$ cat config.mk
export PLATFORM = sky130hd
export DESIGN_NAME = uart_tx_serializer_flat
export DESIGN_NICKNAME = d
export VERILOG_FILES = /design/src/rtl/uart_tx_serializer_if.sv /design/src/rtl/uart_tx_serializer.sv /design/src/flat_wrapper.sv
export SDC_FILE = /design/constraint.sdc
export NUM_CORES = 1
export LEC_CHECK = 0
export BUFFER_PORTS_ARGS = -buffer_cell sky130_fd_sc_hd__buf_2
export CORE_ASPECT_RATIO = 1.25
export CORE_MARGIN = 4
export CORE_UTILIZATION = 62
export DETAILED_ROUTE_END_ITERATION = 10
export PLACE_DENSITY = 0.87
export SYNTH_ARGS = -nofsm -noshare
export SYNTH_HDL_FRONTEND = slang
export SYNTH_SLANG_ARGS = --single-unit
export TNS_END_PERCENT = 100
$ cat constraint.sdc
create_clock -name fpga_clk -period 3.85 [get_ports fpga_clk]
set_input_delay 0.77 -clock fpga_clk [delete_from_list [all_inputs] [get_ports fpga_clk]]
set_output_delay 0.77 -clock fpga_clk [all_outputs]
set_load 0.005 [all_outputs]
$ cat src/rtl/uart_tx_serializer_if.sv
`timescale 1ns/1ps
`default_nettype none
// ============================================================================
//  Module   : uart_tx_serializer_if
//  Purpose  : valid/ready byte stream feeding the UART transmitter.
//  Signals  : tx_data  [7:0] byte offered by the producer
//             tx_valid       producer offers tx_data
//             tx_ready       transmitter FIFO can accept a byte
//  Modports : master (producer), slave (transmitter)
//  Revision : 1.0  initial release
// ============================================================================
interface uart_tx_serializer_if;
    logic [7:0] tx_data;
    logic       tx_valid;
    logic       tx_ready;

    modport master (output tx_data, output tx_valid, input  tx_ready);
    modport slave  (input  tx_data, input  tx_valid, output tx_ready);
endinterface
`default_nettype wire

$ cat src/rtl/uart_tx_serializer.sv
`timescale 1ns/1ps
`default_nettype none
// ============================================================================
//  Module   : uart_tx_serializer
//  Purpose  : Buffered UART transmitter. Bytes from a valid/ready stream are
//             queued in a FIFO and sent LSB first as 8N1 frames (8E1 when the
//             macro UART_TX_PARITY_EN is defined).
//  Params   : CLKS_PER_BIT  clock cycles per serial bit (>= 4)
//             FIFO_DEPTH    byte FIFO depth (power of two, >= 2)
//  Ports    : fpga_clk      system clock, rising edge
//             fpga_rst      asynchronous active-high reset
//             tx_if         slave side of the byte stream (data/valid/ready)
//             tx            registered serial line, idle high
//             busy          frame on the line or FIFO non-empty
//             fifo_count    bytes queued, excluding the frame in flight
//  Macro    : UART_TX_PARITY_EN  adds an even parity bit before the stop bit
//  Revision : 1.0  initial release
// ============================================================================
module uart_tx_serializer #(
    parameter int CLKS_PER_BIT = 100,
    parameter int FIFO_DEPTH   = 16
) (
    input  wire logic                        fpga_clk,
    input  wire logic                        fpga_rst,
    uart_tx_serializer_if.slave              tx_if,
    output logic                             tx,
    output logic                             busy,
    output logic [$clog2(FIFO_DEPTH):0]      fifo_count
);

    localparam int                  c_aw       = $clog2(FIFO_DEPTH);
    localparam int                  c_cw       = $clog2(CLKS_PER_BIT);
    localparam logic [c_cw-1:0]     c_cnt_last = c_cw'(CLKS_PER_BIT - 1);
    localparam logic [c_aw:0]       c_full     = (c_aw + 1)'(FIFO_DEPTH);

    typedef enum logic [2:0] {
        S_IDLE   = 3'd0,
        S_START  = 3'd1,
        S_DATA   = 3'd2,
        S_STOP   = 3'd3
`ifdef UART_TX_PARITY_EN
        ,
        S_PARITY = 3'd4
`endif
    } state_t;

    // ------------------------------------------------------------------
    // Byte FIFO
    // ------------------------------------------------------------------
    logic [7:0]      r_mem [FIFO_DEPTH];
    logic [c_aw-1:0] r_wr_ptr;
    logic [c_aw-1:0] r_rd_ptr;
    logic [c_aw:0]   r_count;
    logic            w_ready;
    logic            w_push;
    logic            w_pop;
    logic            w_empty;
    logic [7:0]      w_rd_data;

    assign w_ready   = (r_count != c_full);
    assign w_empty   = (r_count == '0);
    assign w_push    = tx_if.tx_valid && w_ready;
    assign w_rd_data = r_mem[r_rd_ptr];

    // Storage carries no reset; only pointers and count define validity.
    always_ff @(posedge fpga_clk) begin
        if (w_push) begin
            r_mem[r_wr_ptr] <= tx_if.tx_data;
        end
    end

    // Pointers are exactly c_aw bits wide, so they wrap modulo FIFO_DEPTH.
    always_ff @(posedge fpga_clk or posedge fpga_rst) begin
        if (fpga_rst) begin
            r_wr_ptr <= '0;
            r_rd_ptr <= '0;
            r_count  <= '0;
        end else begin
            if (w_push) r_wr_ptr <= r_wr_ptr + c_aw'(1);
            if (w_pop)  r_rd_ptr <= r_rd_ptr + c_aw'(1);
            case ({w_push, w_pop})
                2'b10:   r_count <= r_count + (c_aw + 1)'(1);
                2'b01:   r_count <= r_count - (c_aw + 1)'(1);
                default: r_count <= r_count;
            endcase
        end
    end

    // ------------------------------------------------------------------
    // Frame FSM
    // ------------------------------------------------------------------
    state_t          r_state;
    state_t          w_state_nxt;
    logic [c_cw-1:0] r_cnt;
    logic [2:0]      r_bit_idx;
    logic [7:0]      r_shift;
    logic [7:0]      w_shift_nxt;
    logic            r_tx;
    logic            w_tx_nxt;
    logic            w_bit_end;
`ifdef UART_TX_PARITY_EN
    logic            r_parity;
`endif

    assign w_bit_end = (r_cnt == c_cnt_last);

    always_comb begin
        w_state_nxt = r_state;
        w_pop       = 1'b0;
        w_shift_nxt = r_shift;
        w_tx_nxt    = 1'b1;

        case (r_state)
            S_IDLE: begin
                if (!w_empty) begin
                    w_pop       = 1'b1;
                    w_state_nxt = S_START;
                end
            end
            S_START: begin
                if (w_bit_end) w_state_nxt = S_DATA;
            end
            S_DATA: begin
                if (w_bit_end) begin
                    w_shift_nxt = {1'b0, r_shift[7:1]};
                    if (r_bit_idx == 3'd7) begin
`ifdef UART_TX_PARITY_EN
                        w_state_nxt = S_PARITY;
`else
                        w_state_nxt = S_STOP;
`endif
                    end
                end
            end
`ifdef UART_TX_PARITY_EN
            S_PARITY: begin
                if (w_bit_end) w_state_nxt = S_STOP;
            end
`endif
            S_STOP: begin
                // Popping on the last stop cycle makes frames gapless.
                if (w_bit_end) begin
                    if (!w_empty) begin
                        w_pop       = 1'b1;
                        w_state_nxt = S_START;
                    end else begin
                        w_state_nxt = S_IDLE;
                    end
                end
            end
            default: w_state_nxt = S_IDLE;
        endcase

        if (w_pop) w_shift_nxt = w_rd_data;

        // The line register is loaded with the level of the state being
        // entered, so tx changes on the same edge as the state.
        case (w_state_nxt)
            S_START:  w_tx_nxt = 1'b0;
            S_DATA:   w_tx_nxt = w_shift_nxt[0];
`ifdef UART_TX_PARITY_EN
            S_PARITY: w_tx_nxt = r_parity;
`endif
            default:  w_tx_nxt = 1'b1;
        endcase
    end

    always_ff @(posedge fpga_clk or posedge fpga_rst) begin
        if (fpga_rst) begin
            r_state   <= S_IDLE;
            r_cnt     <= '0;
            r_bit_idx <= '0;
            r_shift   <= '0;
            r_tx      <= 1'b1;
        end else begin
            r_state <= w_state_nxt;
            r_shift <= w_shift_nxt;
            r_tx    <= w_tx_nxt;
            // Every state change other than leaving IDLE happens at a bit
            // end, so clearing on bit end covers all transitions.
            if (r_state == S_IDLE || w_bit_end) begin
                r_cnt <= '0;
            end else begin
                r_cnt <= r_cnt + c_cw'(1);
            end
            // Index wraps 7 -> 0 as the last data bit completes.
            if (r_state == S_DATA && w_bit_end) begin
                r_bit_idx <= r_bit_idx + 3'd1;
            end
        end
    end

`ifdef UART_TX_PARITY_EN
    always_ff @(posedge fpga_clk or posedge fpga_rst) begin
        if (fpga_rst) begin
            r_parity <= 1'b0;
        end else if (w_pop) begin
            r_parity <= ^w_rd_data;
        end
    end
`endif

    assign tx             = r_tx;
    assign tx_if.tx_ready = w_ready;
    assign busy           = (r_state != S_IDLE) || !w_empty;
    assign fifo_count     = r_count;

endmodule
`default_nettype wire

$ cat src/flat_wrapper.sv
// flat-port wrapper written by rule: the top's interface ports become plain ports
module uart_tx_serializer_flat 
#(
    parameter int CLKS_PER_BIT = 100,
    parameter int FIFO_DEPTH   = 16
)
  (fpga_clk, fpga_rst, tx, busy, fifo_count, tx_if_tx_data, tx_if_tx_valid, tx_if_tx_ready);
  uart_tx_serializer_if tx_if_i ();
  input  wire logic fpga_clk;
  input  wire logic fpga_rst;
  output logic tx;
  output logic busy;
  output logic [$clog2(FIFO_DEPTH):0] fifo_count;
  input wire logic [$bits(tx_if_i.tx_data)-1:0] tx_if_tx_data;
  input wire logic [$bits(tx_if_i.tx_valid)-1:0] tx_if_tx_valid;
  output wire logic [$bits(tx_if_i.tx_ready)-1:0] tx_if_tx_ready;
  assign tx_if_i.tx_data = tx_if_tx_data;
  assign tx_if_i.tx_valid = tx_if_tx_valid;
  assign tx_if_tx_ready = tx_if_i.tx_ready;
  uart_tx_serializer #(.CLKS_PER_BIT(CLKS_PER_BIT), .FIFO_DEPTH(FIFO_DEPTH)) u_core (.fpga_clk(fpga_clk), .fpga_rst(fpga_rst), .tx_if(tx_if_i), .tx(tx), .busy(busy), .fifo_count(fifo_count));
endmodule
==> metrics.yaml, run 1 <==
logic_synthesis:
  ys_seq_area_share_pct: 68.5
  synth-async-reset-ratio_pct: 21.5
  yosysWarnings: 0
  synth_area_leaders: "edfxtp_1 56%, dfrtp_1 12%, mux4_2 10%, mux2i_1 4.4%, ha_1 2.2%"
  ys_ff_latch: 163
  syn_area_per_cell_um2: 17.5
  synth_ff_type: "edfxtp_1"
  synthesis.nets: 417
  synth_area_um2: 6890
  synth_cells: 394
  synth_edf_count: 128
  synth_top_area_share_pct: 55.8
  synth.largest_area_cell: "edfxtp_1"
  yosysUniqueCellTypes: 51
placed_design:
  dpl_cell_area_um2: 7070
  port-buffer-count: 18
  place_congestion: 0.863
  dp_hpwl_um: 7920
  dpl.cell_count: 530
power:
  leakage_nw: 2.80
  p_int_mw: 3.79
  clockPowerShare_pct: 29.5
  power.total_mw: 5.48
  ir_drop_uv: 447
  p_comb_share_pct: 24.1
  p_sw_mw: 1.68
  p_sw_share_pct: 30.7
  p_seq_share_pct: 46.4
  cellPowerDensity_nw_per_um2: 717
clock_network:
  cts_setup_buffers: 0
  cts-root-buf: "clkbuf_16"
  hold_buffers: 0
  cts_sinks: 163
  cts_resized: 0
  clkLatencyLatePin_ps: 420
  numCtsBuffers: 17
  cts.htree.levels: 4
  clk_pin_slew_worst_paths_ps: 60
  clockBufferDepth: 2
  cts_tree: "done"
finish:
  area.growth.synth_to_final_pct: 10.9
  fillers: 645
  nNetsFinal: 440
  antenna_cells: 0
  layout-drive-gt1-share_pct: 25.1
  final_cells: 562
  final_area_um2: 7640
sta:
  relSlewSlack_pct: 26.4
  post-route-period-util_pct: 81.8
  setup_tns_ps: 0
  worst_pin_slew_ps: 1100
  clock_skew_ps: 6.78
  setup_violations: 0
  timing.fmax_mhz: 317
  period_needed_ps: 3150
  slew_violations: 0
  whs_ps: 451
  rsz0062_at_grt: "no"
  finalHoldViolations: 0
worst_hold_path:
  whs_path_depth: 1
  worstHoldEndpoint: "u_core.r_cnt[0]"
  hp-start: "u_core.r_cnt[0]"
  min_path_type: "flop to flop"
worst_setup_path:
  r2r_cells: 12
  start_kind: "flop"
  critPathMaxFanout: 11
  critPathLaunch: "u_core.fifo_count[1]"
  endpoint_kind: "flop"
  path_class: "flop to flop"
  cp.required_ps: 4190
  r2r_slack_ps: 700
  reg2reg_to: "u_core.fifo_count[4]"
  rr_startpoint: "u_core.fifo_count[1]"
  crit_arrival_ps: 3500
route:
  drc: 0
  wl_per_cell_um: 23.1
  vias_per_cell: 6.21
  firstDrtPassIters: 5
  drtAntennaViolNets: 0
  wirelength_um: 13000
  drtIter0Drc: 307
  vias: 3490
global_route:
  grt_pass1_wl_um: 20800
  grt_overflow_total: 0
  grtUsageTotal_pct: 22.3
  antenna_found_initial: 0
  grt_max_degree: 34
  grt_pass1_vias: 3715
floorplan:
  fp.dieW_um: 102
  fp-row-count: 42
  die_y_um: 126
  io_pins: 19
  start_util_pct: 64.3
  design.core.area_um2: 10700
  die-area_um2: 12900
run:
  max-cap-violations: 0
outcome:
  status: "finished clean"
[layer usage]
metal  global-route usage [%]  share of wire [%]  vias up
met3                     5.37                4.8       21
met2                     36.0                 53      120
li1                         -                  -     1571
met1                     29.7                 40     1778
met4                     8.19                2.2        0
met5                        0                  0        -
[cell families (layout without fill, tap and decap cells)]
group / after synthesis / in the layout / synth area share (%)
muxes: 74 / 74 / 16.8
other: 1 / 1 / 0.0544
xor gates and xnor gates: 18 / 18 / 2.29
and+or+nand+nor: 69 / 69 / 5.30
buffers and inverters: 30 / 66 / 2.32
DFF: 163 / 163 / 68.5
AOI/OAI and AO/OA: 27 / 27 / 2.56
adders and majority gates: 12 / 12 / 2.18
[how the worst max path moves through the flow]
stage / depth (start not counted) / endpoint / slack, ps
5_1_grt: 12 / u_core.fifo_count[4] / 460
6_report: 12 / u_core.fifo_count[4] / 700
4_1_cts: 12 / u_core.fifo_count[4] / 700
3_5_place_dp: 12 / u_core.fifo_count[4] / 720
2_1_floorplan: 14 / u_core.fifo_count[4] / 850
3_3_place_gp: 12 / u_core.fifo_count[4] / 840
[worst max-delay path: stages, from the launching register on]
cell	delay (ps)
dfrtp_1	490
or4_4	570
o21ai_1	210
or2_1	130
buf_4	220
inv_1	90
ha_1	300
xor2_1	190
ha_1	230
o21a_1	170
o21a_1	170
o32ai_1	150
xnor2_1	150
[through the flow]
step	utilization, %	worst slack, ps
after global routing	71.3	459
after global placement	66.0	844
after CTS	71.3	703
final	71.3	700
after detailed placement	66.0	724
after floorplan	-	846
[cell usage in the layout, fill, tap and decap left out, types with 2 or more instances in the layout]
master and n:
edfxtp_1 128, mux4_2 32, dfrtp_1 32, mux2i_1 30
nor2_1 24, buf_2 18, clkbuf_16 17, nand2_1 13
ha_1 12, xnor2_1 10, mux2_2 10, inv_1 9
xor2_1 8, o21ai_0 7, nor3_1 7, inv_6 7
buf_4 7, a21oi_1 6, nand3_1 5, nor3b_1 3
nand2b_1 3, clkinv_4 3, mux2_1 2, or4_4 2
o31ai_1 2, a31oi_1 2, o21a_1 2, clkinv_2 2
dfrtp_2 2
[power by group through the flow]
stage               registers [mW]  clock network [mW]  logic, mW
floorplan                     2.30                   0       1.20
global placement              2.54                   0       1.25
detailed placement            2.57                   0       1.31
CTS                           2.54                1.63       1.33
global route                  2.58                1.72       1.44
finish                        2.54                1.62       1.32
[layout make-up]
class / instances / area (µm²) / share of cell area [%]
Sequential cell: 163 / 4720 / 61.8
Multi-Input combinational cell: 201 / 2010 / 26.3
Clock buffer: 17 / 425 / 5.57
Tap cell: 132 / 165 / 2.16
Clock inverter: 15 / 143 / 1.87
Timing Repair Buffer: 25 / 143 / 1.87
Inverter: 9 / 33.8 / 0.442
[sequential cells by signal (all words and copies together) (netlist names)]
register and cells:
u_core.fifo_count 5, u_core.r_bit_idx 3, u_core.r_cnt 7, u_core.r_mem 128, u_core.r_rd_ptr 4, u_core.r_shift 8, u_core.r_state 3, u_core.r_wr_ptr 4
u_core.tx 1
[Yosys cell counts, drive strengths merged, types with 2 or more instances]
cell / number
a21oi: 6
a31oi: 2
buf: 15
clkbuf: 5
dfrtp: 34
edfxtp: 128
ha: 12
inv: 9
mux2: 12
mux2i: 30
mux4: 32
nand2: 13
nand2b: 3
nand3: 6
nor2: 24
nor3: 7
nor3b: 3
o21a: 2
o21ai: 8
o31ai: 2
or4: 2
xnor2: 10
xor2: 8
No activity file was read; power rests on OpenSTA's default activity.
==> run 2: changes to the inputs <==
- CORE_UTILIZATION: 62 -> 56
- PLACE_DENSITY: 0.87 -> 0.84
- clock period: 3.85 -> 2.6 ns (I/O delays scaled with it)
==> run 2 against run 1 <==
Against the previous run:
- combinational power increased by 73%
- register-to-register slack got worse by 600 ps
- critical path depth decreased by 1
- clock power increased by 68%
- utilization decreased by 5.7 points
- sequential share of layout area decreased by 2.3 points
- maximum frequency increased by 26%
- non-clock buffer count increased by 12
- wire length decreased by 2.3%
- sequential cell count unchanged
- global-route usage decreased by 2.9 points
- clock-buffer cell count increased by 3
- largest cell class unchanged
==> metrics.yaml, run 2 (same netlist as run 1, synthesis figures left out) <==
sta:
  clock_skew_ps: 8.34
  finalHoldViolations: 0
  whs_ps: 250
  period_needed_ps: 2500
  setup_violations: 0
  timing.fmax_mhz: 399
  slew_violations: 0
  relSlewSlack_pct: 20.7
  rsz0062_at_grt: "yes"
  post-route-period-util_pct: 96.3
  worst_pin_slew_ps: 1180
finish:
  fillers: 777
  antenna_cells: 0
  largestRegisters: "u_core.r_mem x128, u_core.r_shift x8, u_core.r_cnt x7"
  nNetsFinal: 452
  final_cells: 606
  final_area_um2: 7940
  final_common_cell: "edfxtp_1"
  layout-drive-gt1-share_pct: 28.3
  area.growth.synth_to_final_pct: 15.2
  largest_reg_flops: 128
  largest-register: "u_core.r_mem"
  final_cell_mix: "128 x edfxtp_1, 33 x dfrtp_1, 32 x mux4_2, 30 x mux2i_1, 24 x nor2_1"
clock_network:
  cts_setup_buffers: 0
  cts-root-buf: "clkbuf_16"
  numCtsBuffers: 17
  cts.htree.levels: 4
  clkLatencyLatePin_ps: 420
  cts_tree: "done"
  clockBufferDepth: 2
  cts_sinks: 163
  clk_pin_slew_worst_paths_ps: 60
worst_setup_path:
  path_cells: "or4_4 > o21ai_4 > or2_4 > inv_4 > ha_4 > xor2_1 > ha_2 > o21a_1 > o21a_1 > o32ai_2 > xnor2_1"
  cp_common_cell: "o21a_1"
  rr_startpoint: "u_core.fifo_count[3]"
  r2r_slack_ps: 100
  worst_path_max_delay_cell: "or4_4"
  crit_buf_inv: 1
  path_depth: 11
  r2r_cells: 11
  endpoint_kind: "flop"
  path_class: "flop to flop"
  cp_top_family: "simple AND/OR/NAND/NOR gates"
  critPathMaxFanout: 8
  crit_arrival_ps: 2810
  critical_path.max_stage_delay_ps: 570
  reg2reg_to: "u_core.fifo_count[4]"
  start_kind: "flop"
  cp.required_ps: 2910
power:
  leakage_nw: 2.90
  cellPowerDensity_nw_per_um2: 1080
  power.total_mw: 8.58
  p_sw_share_pct: 28.6
  clockPowerShare_pct: 31.7
  p_seq_share_pct: 41.7
  p_int_mw: 6.12
  p_sw_mw: 2.46
  ir_drop_uv: 604
  p_comb_share_pct: 26.6
route:
  drc: 0
  drtAntennaViolNets: 0
  firstDrtPassIters: 5
  wl_per_cell_um: 21.0
  vias_per_cell: 5.76
  drtIter0Drc: 275
  wirelength_um: 12700
  vias: 3492
worst_hold_path:
  min_path_type: "input pin to async pin"
global_route:
  antenna_found_initial: 0
  grt_pass1_vias: 3676
  grt_overflow_total: 0
  grt_pass1_wl_um: 20200
  grt_max_degree: 34
  grtUsageTotal_pct: 19.4
floorplan:
  start_util_pct: 56.9
  design.core.area_um2: 12100
  fp-row-count: 45
  die_y_um: 132
  die-area_um2: 14200
  fp.dieW_um: 107
  io_pins: 19
outcome:
  status: "finished clean"
placed_design:
  dpl.cell_count: 574
  dp_hpwl_um: 7970
  dpl_cell_area_um2: 7260
  port-buffer-count: 18
  place_congestion: 0.816
run:
  max-cap-violations: 0
==> run 2: how the worst max path moves through the flow <==
stage | from | slack [ps] | to
2_1_floorplan | u_core.fifo_count[2] | -210 | u_core.fifo_count[4]
3_3_place_gp | u_core.fifo_count[0] | 110 | u_core.fifo_count[4]
3_5_place_dp | u_core.fifo_count[0] | 10 | u_core.fifo_count[4]
4_1_cts | u_core.fifo_count[0] | 2 | u_core.fifo_count[4]
5_1_grt | u_core.fifo_count[3] | -20 | u_core.fifo_count[4]
6_report | u_core.fifo_count[3] | 100 | u_core.fifo_count[4]
==> run 2: cell type report <==
| cell class | instances | area (µm²) | share of cell area [%] |
|---|---|---|---|
| sequential | 163 | 4720 | 59.5 |
| multi-input combinational | 201 | 2080 | 26.2 |
| clock buffer | 20 | 437 | 5.50 |
| timing repair buffer | 37 | 258 | 3.25 |
| tap | 164 | 205 | 2.58 |
| clock inverter | 12 | 204 | 2.57 |
| inverter | 9 | 36.3 | 0.457 |
==> run 2: worst reg2reg max path, stage by stage (launching register included) <==
cell     delay, ps
dfrtp_1        370
or4_4          570
o21ai_4        180
or2_4          160
inv_4           40
ha_4           180
xor2_1         150
ha_2           190
o21a_1         170
o21a_1         170
o32ai_2        100
xnor2_1        100
==> run 2: power groups by stage <==
stage | Combinational, mW | Clock [mW] | Sequential, mW
floorplan | 1.83 | 0 | 3.41
global placement | 2.20 | 0 | 3.59
detailed placement | 2.26 | 0 | 3.62
CTS | 2.29 | 2.74 | 3.57
global route | 2.48 | 2.85 | 3.64
finish | 2.28 | 2.72 | 3.58
==> run 2: per-stage QoR <==
stage / TNS (ps) / utilization [%] / setup slack [ps]
floorplan: -399 / - / -206
global placement: 0 / 60.0 / 106
detailed placement: 0 / 60.0 / 10.6
CTS: 0 / 65.3 / 1.88
global route: -18.4 / 65.6 / -18.4
finish: 0 / 65.6 / 95.0
==> run 2: repair_timing <==
action | CTS | global route
resized for setup | 0 | 6
hold endpoints to repair | 0 | 0
hold buffers | 0 | 0
endpoints found under the setup margin | 0 | 11
==> run 2: per-layer routing <==
metal  global-route usage (%)  share of wire, %  up-vias
li1                         -                 -     1591
met1                     25.7                41     1791
met2                     31.2                53      101
met3                     4.07               5.2        9
met4                     8.10              0.81        0
met5                        0                 0        -
==> run 3: changes to the inputs <==
--- a/config.mk
+++ b/config.mk
@@ -7,8 +7,8 @@
 export LEC_CHECK = 0
 export BUFFER_PORTS_ARGS = -buffer_cell sky130_fd_sc_hd__buf_2
-export CORE_ASPECT_RATIO = 1.25
 export CORE_MARGIN = 4
 export CORE_UTILIZATION = 56
 export DETAILED_ROUTE_END_ITERATION = 10
+export GPL_TIMING_DRIVEN = 1
 export PLACE_DENSITY = 0.84
 export SYNTH_ARGS = -nofsm -noshare
==> constraint.sdc (replaced) <==
create_clock -name fpga_clk -period 2.6 [get_ports fpga_clk]
set_input_delay 0.52 -clock fpga_clk [delete_from_list [all_inputs] [get_ports fpga_clk]]
set_output_delay 0.52 -clock fpga_clk [all_outputs]
set_load 0.05 [all_outputs]
==> run 3 against run 2 <==
Against the previous run:
- total power is 1.2% lower
- utilization is 0.16 points higher
- clock power is 11% lower
- register-to-register slack got worse by 50 ps
- cell count shrank 1.7%
- worst hold slack worse by 55 ps
- first-iteration DRC count is 8.7% lower
- clock-buffer cell count decreased by 3
- largest cell class unchanged
==> metrics.yaml, run 3 (same netlist as run 1, synthesis figures left out) <==
floorplan:
  die_y_um: 119
  fp-row-count: 40
  io_pins: 19
  die-area_um2: 14100
  fp.dieW_um: 119
  start_util_pct: 57.4
  design.core.area_um2: 12000
route:
  vias: 3620
  vias_per_cell: 6.07
  wirelength_um: 12900
  drtAntennaViolNets: 0
  drc: 0
  firstDrtPassIters: 5
  drtIter0Drc: 251
  wl_per_cell_um: 21.7
global_route:
  antenna_found_initial: 0
  grt_pass1_wl_um: 20600
  grt_pass1_vias: 3780
  grtUsageTotal_pct: 19.4
  grt_max_degree: 36
  grt_overflow_total: 0
finish:
  nNetsFinal: 459
  area.growth.synth_to_final_pct: 14.6
  layout-drive-gt1-share_pct: 31.4
  final_cell_mix: "128 x edfxtp_1, 32 x mux4_2, 30 x mux2i_1, 27 x dfrtp_1, 25 x buf_4"
  antenna_cells: 0
  final_cells: 596
  largestRegisters: "u_core.r_mem x128, u_core.r_shift x8, u_core.r_cnt x7"
  final_common_cell: "edfxtp_1"
  largest_reg_flops: 128
  final_area_um2: 7900
  largest-register: "u_core.r_mem"
sta:
  worst_pin_slew_ps: 1080
  timing.fmax_mhz: 392
  whs_ps: 194
  finalHoldViolations: 0
  setup_tns_ps: 0
  relSlewSlack_pct: 28.1
  post-route-period-util_pct: 98.2
  clock_skew_ps: 5.91
  slew_violations: 0
  setup_violations: 0
  period_needed_ps: 2550
  rsz0062_at_grt: "yes"
  setup_slack_ps: 47.4
worst_setup_path:
  crit_arrival_ps: 2900
  start_kind: "flop"
  path_class: "flop to flop"
  r2r_slack_ps: 50
  cp.required_ps: 2940
  critPathLaunch: "u_core.r_cnt[4]"
  r2r_cells: 10
  rr_startpoint: "u_core.r_cnt[4]"
  cp-endpoint: "u_core.fifo_count[4]"
  reg2reg_to: "u_core.fifo_count[4]"
  endpoint_kind: "flop"
  critPathMaxFanout: 6
power:
  clockPowerShare_pct: 28.4
  cellPowerDensity_nw_per_um2: 1070
  leakage_nw: 2.90
  p_comb_share_pct: 29.0
  ir_drop_uv: 924
  p_sw_share_pct: 31.9
  p_int_mw: 5.77
  p_sw_mw: 2.71
  p_seq_share_pct: 42.6
clock_network:
  clockBufferDepth: 2
  numCtsBuffers: 17
  cts_sinks: 163
  cts_tree: "done"
  clk_pin_slew_worst_paths_ps: 60
  cts-root-buf: "clkbuf_16"
  clkLatencyLatePin_ps: 420
  cts.htree.levels: 4
  hold_buffers: 0
outcome:
  status: "finished clean"
placed_design:
  place_worst_setup_slack_ps: 50.0
  dpl.cell_count: 558
  dpl_cell_area_um2: 7240
  place_congestion: 0.867
  port-buffer-count: 18
  dp_hpwl_um: 8030
worst_hold_path:
  min_path_type: "input pin to async pin"
run:
  max-cap-violations: 0
==> run 3: cell count changes in the layout (fill, tap and decap cells not counted), sizes merged <==
cell / before / now
buf: 37 / 44
inv: 11 / 16
bufinv: 5 / 1
clkinv: 3 / 7
clkbuf: 20 / 17
clkinvlp: 2 / 0
==> run 3: metrics by stage <==
stage / utilization (%) / total power, mW
3_5_place_dp: 60.3 / 6.03
2_1_floorplan: - / 5.40
4_1_cts: 65.0 / 8.47
5_1_grt: 65.7 / 8.90
3_3_place_gp: 60.3 / 5.91
6_report: 65.7 / 8.48
==> run 3: cell type report <==
class                      count  area, µm²
timing repair buffer          44        298
inverter                       9       36.3
multi-input combinational    201       2080
tap                          147        184
sequential                   163       4730
clock inverter                15        146
clock buffer                  17        425
fill                         788       4120
==> run 3: layer usage <==
metal | up-vias | GRT usage [%] | wire, µm
met5 | - | 0 | 0
met4 | 0 | 5.87 | 216
met3 | 25 | 4.99 | 587
met2 | 102 | 33.9 | 6880
met1 | 1879 | 24.0 | 5230
li1 | 1614 | - | -
==> run 3: worst min-delay path by stage <==
stage	endpoint	slack, ps	cells after the start
3_3_place_gp	u_core.r_cnt[0]	440	1
5_1_grt	u_core.fifo_count[1]	230	3
6_report	u_core.fifo_count[3]	190	3
4_1_cts	u_core.r_wr_ptr[2]	200	3
3_5_place_dp	u_core.r_cnt[0]	440	1
2_1_floorplan	u_core.r_cnt[0]	430	1
==> run 3: worst max-delay path, stage by stage, from the launching register on <==
cell     delay, ps
dfrtp_2        460
nor4b_4        370
a41oi_2        180
or2_4          300
inv_4           60
ha_4           160
xor2_1         160
ha_2           230
a31oi_2        110
o32ai_2        290
xnor2_1        150
==> run 3: power by group through the flow <==
| stage | clock network, mW | registers [mW] | logic (mW) |
|---|---|---|---|
| 2_1_floorplan | 0 | 3.56 | 1.84 |
| 3_3_place_gp | 0 | 3.62 | 2.30 |
| 3_5_place_dp | 0 | 3.65 | 2.38 |
| 4_1_cts | 2.44 | 3.61 | 2.42 |
| 5_1_grt | 2.57 | 3.68 | 2.65 |
| 6_report | 2.41 | 3.62 | 2.46 |
==> run 3: what timing repair did <==
| item | in CTS | in global routing |
|---|---|---|
| setup buffers | 0 | 6 |
| gates resized for setup | 0 | 9 |
| endpoints found under the hold margin | 0 | 0 |
| setup endpoints to repair | 0 | 2 |
